<file path="src/rtl/gray_rx_if.sv">
// Sample/decode bundle for the Gray-code receiver: the sender drives Valid and
// GrayIn, the receiver returns the decoded value and the tracking status.
interface gray_rx_if;
  logic       Valid;
  logic [2:0] GrayIn;
  logic [2:0] Binary;
  logic       Locked;
  logic       Error;
  logic [3:0] Wraps;
  logic       Overflow;

  modport master (
    output Valid, GrayIn,
    input  Binary, Locked, Error, Wraps, Overflow
  );

  modport slave (
    input  Valid, GrayIn,
    output Binary, Locked, Error, Wraps, Overflow
  );
endinterface

</file>
<file path="src/rtl/gray_rx.sv">
// 3-bit Gray-code receiver: decodes accepted samples, checks that they only
// ever step forward by one (or repeat), and counts 7->0 wraps.
//
// state | meaning
// IDLE  | waiting for the first accepted code after reset
// TRACK | following a legal sequence, Locked=1
// FAULT | illegal transition seen, frozen until Reset
module gray_rx (
  input  logic         Clk,
  input  logic         Reset,
  gray_rx_if.slave     bus
);

  typedef enum logic [1:0] {
    IDLE  = 2'd0,
    TRACK = 2'd1,
    FAULT = 2'd2
  } state_t;

  state_t     state;
  logic [2:0] prev;
  logic [2:0] dec;

  assign dec = {bus.GrayIn[2],
                bus.GrayIn[2] ^ bus.GrayIn[1],
                bus.GrayIn[2] ^ bus.GrayIn[1] ^ bus.GrayIn[0]};

  always_ff @(posedge Clk) begin
    if (Reset) begin
      state        <= IDLE;
      prev         <= 3'd0;
      bus.Binary   <= 3'd0;
      bus.Locked   <= 1'b0;
      bus.Error    <= 1'b0;
      bus.Wraps    <= 4'd0;
      bus.Overflow <= 1'b0;
    end else if (bus.Valid) begin
      case (state)
        IDLE: begin
          prev       <= dec;
          bus.Binary <= dec;
          bus.Locked <= 1'b1;
          state      <= TRACK;
        end
        TRACK: begin
          if (dec == prev) begin
            // repeated sample: legal, nothing changes
          end else if (dec == prev + 3'd1) begin
            prev       <= dec;
            bus.Binary <= dec;
            if (prev == 3'd7) begin
              bus.Overflow <= 1'b1;
              if (bus.Wraps != 4'hF)
                bus.Wraps <= bus.Wraps + 4'd1;
            end
          end else begin
            state      <= FAULT;
            bus.Locked <= 1'b0;
            bus.Error  <= 1'b1;
          end
        end
        FAULT: begin
        end
        default: begin
          state      <= IDLE;
          bus.Locked <= 1'b0;
        end
      endcase
    end
  end

endmodule

</file>
<file path="src/flat_wrapper.sv">
// flat-port wrapper written by rule: the top's interface ports become plain ports
module gray_rx_flat 
  (Clk, Reset, bus_Valid, bus_GrayIn, bus_Binary, bus_Locked, bus_Error, bus_Wraps, bus_Overflow);
  gray_rx_if bus_i ();
  input  logic Clk;
  input  logic Reset;
  input wire logic [$bits(bus_i.Valid)-1:0] bus_Valid;
  input wire logic [$bits(bus_i.GrayIn)-1:0] bus_GrayIn;
  output wire logic [$bits(bus_i.Binary)-1:0] bus_Binary;
  output wire logic [$bits(bus_i.Locked)-1:0] bus_Locked;
  output wire logic [$bits(bus_i.Error)-1:0] bus_Error;
  output wire logic [$bits(bus_i.Wraps)-1:0] bus_Wraps;
  output wire logic [$bits(bus_i.Overflow)-1:0] bus_Overflow;
  assign bus_i.Valid = bus_Valid;
  assign bus_i.GrayIn = bus_GrayIn;
  assign bus_Binary = bus_i.Binary;
  assign bus_Locked = bus_i.Locked;
  assign bus_Error = bus_i.Error;
  assign bus_Wraps = bus_i.Wraps;
  assign bus_Overflow = bus_i.Overflow;
  gray_rx u_core (.Clk(Clk), .Reset(Reset), .bus(bus_i));
endmodule
</file>
<file path="config.mk">
export PLATFORM = sky130hd
export DESIGN_NAME = gray_rx_flat
export DESIGN_NICKNAME = d
export VERILOG_FILES = /design/src/rtl/gray_rx_if.sv /design/src/rtl/gray_rx.sv /design/src/flat_wrapper.sv
export SDC_FILE = /design/constraint.sdc
export NUM_CORES = 1
export LEC_CHECK = 0
export BUFFER_PORTS_ARGS = -buffer_cell sky130_fd_sc_hd__buf_2
export CAP_MARGIN = 20
export CORE_MARGIN = 2
export CORE_UTILIZATION = 35
export DETAILED_ROUTE_END_ITERATION = 8
export PLACE_DENSITY = 0.66
export SLEW_MARGIN = 20
export SYNTH_ARGS = -nofsm -noshare
export SYNTH_HDL_FRONTEND = slang
export SYNTH_SLANG_ARGS = --single-unit
</file>
<file path="constraint.sdc">
create_clock -name Clk -period 3.35 [get_ports Clk]
set_clock_uncertainty 0.1 [all_clocks]
set_input_delay 0.335 -clock Clk [delete_from_list [all_inputs] [get_ports Clk]]
set_output_delay 0.335 -clock Clk [all_outputs]
set_load 0.02 [all_outputs]
</file>
==> key figures <==
Pwr
  • Total power divided by cell area: 398 mW/mm^2
  • Pleak: 0.319 nW
  • Max VDD drop: 0.236 mV
  • PnR Total Power: 0.302 mW

STA
  • Fin. Hold Viols: 0
  • Tcrit/Tclk final: 74.0%
  • Tmin final: 2.48 ns
  • Final setup viols: 0
  • Worst rel slew slack: 67.4%
  • Setup TNS: 0 ns
  • Slew Limit Fails: 0
  • Worst slew pin tran: 0.483 ns
  • Fmax: 0.403 GHz
  • RSZ-0062 raised after global routing: false

Outcome
  • Outcome: completed

Cells and area
  • Layout area overhead: 16.1%
  • Antenna cells: 0
  • Share of layout cells above drive strength 1: 23.3%
  • Fin nets: 100
  • Final instance area: 759 sq um
  • Filler instances: 188
  • Post-layout util: 43.5%

Floorplan
  • Placeable core area: 0.00175 sq mm
  • Initial core utilization: 37.5%
  • DIE AREA: 0.00223 sq mm
  • Die H: 47.2 microns
  • Die width: 47.2 microns
  • FP Rows: 15
  • Io pins: 16

Setup path
  • Crit Path Class: reg -> reg
  • Crit path max-delay family: simple AND/OR/NAND/NOR gates
  • RR Startpoint: u_core.bus.Binary[0]
  • Cell mode on critical path: ha_1
  • Crit path DAT: 2.58 ns
  • WP buf/inv: 0
  • Critical path required time: 3.45 ns
  • Critical Path Max Stage Delay: 0.52 ns
  • CP max stage cell: or4b_4
  • Worst Setup SP: u_core.bus.Binary[0]
  • Crit-path max FO: 6
  • Critical path launch point type: flop
  • CP cell instances: ha_1 > ha_1 > nand2_1 > or4b_4 > and3_4 > or4_1 > a21oi_1
  • CP Capture Type: flop

Logic synthesis
  • Synth top area share: 33.7%
  • Synth Register Bits: 11
  • Seq/Total Area, Yosys: 33.7%
  • Post-Syn Area: 654 sq um
  • Cell taking the most area after synthesis: dfxtp_1
  • Area contributors post-synth: dfxtp_1 34%, ha_1 5.7%, nand2b_1 4.8%, mux2i_1 4.6%, nor2_1 4.0%
  • Mapped Cells: 75
  • YS warnings: 0
  • Mapped Nets: 84
  • Synth Area per Inst: 8.73 sq um
  • Post-synth cell types: 35

Global routing
  • Initial antenna violation count: 0
  • Pin count of the biggest net entering global routing: 15
  • Vias in the first global route: 503
  • First-pass GRT wire length: 2.10 mm
  • Overall Global Routing Usage: 13.7%
  • Total gr overflow: 0

Detailed routing
  • Post-DRT Antenna Nets: 0
  • Via Count: 573
  • Drt wl/cell: 11.3 microns
  • Drt first pass iters: 4
  • Final routed DRC violation total: 0
  • Vias per std cell: 4.98
  • DRT Wirelength: 1.30 mm
  • Initial drt markers: 7

Placement
  • Area after DPL: 733 sq um
  • Placer Congestion: 0.770
  • DP HPWL: 999 microns
  • I/O Buffers: 15

Min path
  • Hold wc startpoint: bus_Valid
  • Hold Path Class: in -> reg

Clock network
  • Reg clk slew, reported paths: 0.07 ns
  • CTS Sinks: 11
  • Clock Path Buffers: 2
  • CTS buffer count: 3
  • H-tree levels: 1
  • Setup bufs post-CTS: 0
  • CTS tree: built
  • Resized cells post-CTS: 0
  • Post-cts hold buffer count: 0
  • Worst-Skew Late Latency: 0.27 ns
  • Root buf cell: clkbuf_4

Run
  • Max cap viols: 0
## state kept, by name (all words and copies together), names as in the netlist
name,flops
u_core.state,2
u_core.bus.Error,1
u_core.bus.Binary,3
u_core.bus.Overflow,1
u_core.bus.Wraps,4
## worst register-to-register path, cell delays in order (launching register included)
cell	delay [ns]
dfxtp_1	0.35
ha_1	0.21
ha_1	0.33
nand2_1	0.07
or4b_4	0.52
and3_4	0.21
or4_1	0.49
a21oi_1	0.14
## layer usage
layer / GRT usage, % / routed length (microns)
met2: 21.6 / 602
met4: 3.33 / 0
met1: 16.6 / 627
met3: 6.92 / 69
met5: 0 / 0
## area by class of cell
class / instances / area [sq um] / area share [%]
Sequential cell: 11 / 220 / 29.0
Multi-Input combinational cell: 59 / 403 / 53.0
Clock buffer: 4 / 26.3 / 3.46
Tap cell: 25 / 31.3 / 4.12
Timing Repair Buffer: 15 / 75.1 / 9.88
Inverter: 1 / 3.75 / 0.494
## cells in the mapped netlist
library cell and number:
a21oi_1 3, inv_1 1, nand2b_1 5, o22ai_1 2, or3_1 2, and4b_1 1, xnor2_1 2, and3_4 1
mux2i_1 3, or4_1 1, buf_6 1, a41oi_1 1, nor2b_1 1, nor2_1 7, nand2_1 6, a31oi_1 2
o21ai_1 2, or4b_4 1, a211oi_1 2, nor4_1 1, or4_4 1, nand3_1 4, dfxtp_1 11, o31ai_1 1
nand4b_1 1, mux2_1 1, buf_4 1, nand3b_1 1, nor3_1 1, clkbuf_1 1, ha_1 3, buf_2 1
nor3b_1 1, a31o_1 1, xor2_1 1
## cells in the final DEF (no fill, tap or decap)
cell	n
or3_1	2
or4_1	1
o22ai_1	2
or4b_4	1
a31o_1	1
mux2i_1	3
clkbuf_4	3
a31oi_1	2
xor2_1	1
inv_1	1
buf_2	15
nand3_1	4
nand2_1	6
o21ai_1	2
mux2_1	1
a211oi_1	2
nand2b_1	5
nand3b_1	1
nor2_1	7
dfxtp_1	11
ha_1	3
nand4b_1	1
nor3_1	1
xnor2_1	2
o31ai_1	1
a21oi_1	3
or4_4	1
nor3b_1	1
a41oi_1	1
and4b_1	1
clkbuf_1	1
and3_4	1
nor4_1	1
nor2b_1	1
## path summary, 6_finish.rpt
| path | end | slack [ns] | depth (start not counted) |
|---|---|---|---|
| max | u_core.bus.Wraps[3] | 0.87 | 7 |
| min | u_core.state[0] | 0.26 | 3 |
| max reg2reg | u_core.bus.Wraps[3] | 0.87 | 7 |
| min reg2reg | u_core.bus.Overflow | 0.38 | 2 |
## cell families (layout without fill, tap and decap cells)
kind of cell | Yosys count | in the layout | share of synthesized area, %
adders and majority gates | 3 | 3 | 5.74
DFF | 11 | 11 | 33.7
xor gates and xnor gates | 3 | 3 | 4.02
muxes | 4 | 4 | 6.31
and+or+nand+nor | 35 | 35 | 31.7
AOI/OAI and AO/OA | 14 | 14 | 13.8
buffers and inverters | 5 | 20 | 4.78
## where the power goes
part	switching (mW)	leakage, nW	internal [mW]	total (mW)
sequential	0.00809	0.0896	0.138	0.146
clock	0.0432	0.0150	0.0461	0.0893
combinational	0.0388	0.215	0.0284	0.0672
## per-stage QoR
stage | cells | setup slack [ns] | hold WS, ns
2_1_floorplan | 75 | 0.790 | 0.370
3_3_place_gp | 111 | 0.942 | 0.356
3_5_place_dp | 111 | 0.886 | 0.365
4_1_cts | 115 | 0.865 | 0.255
5_1_grt | 115 | 0.736 | 0.277
6_report | 115 | 0.870 | 0.264
Power figures use the tool's default switching activity.
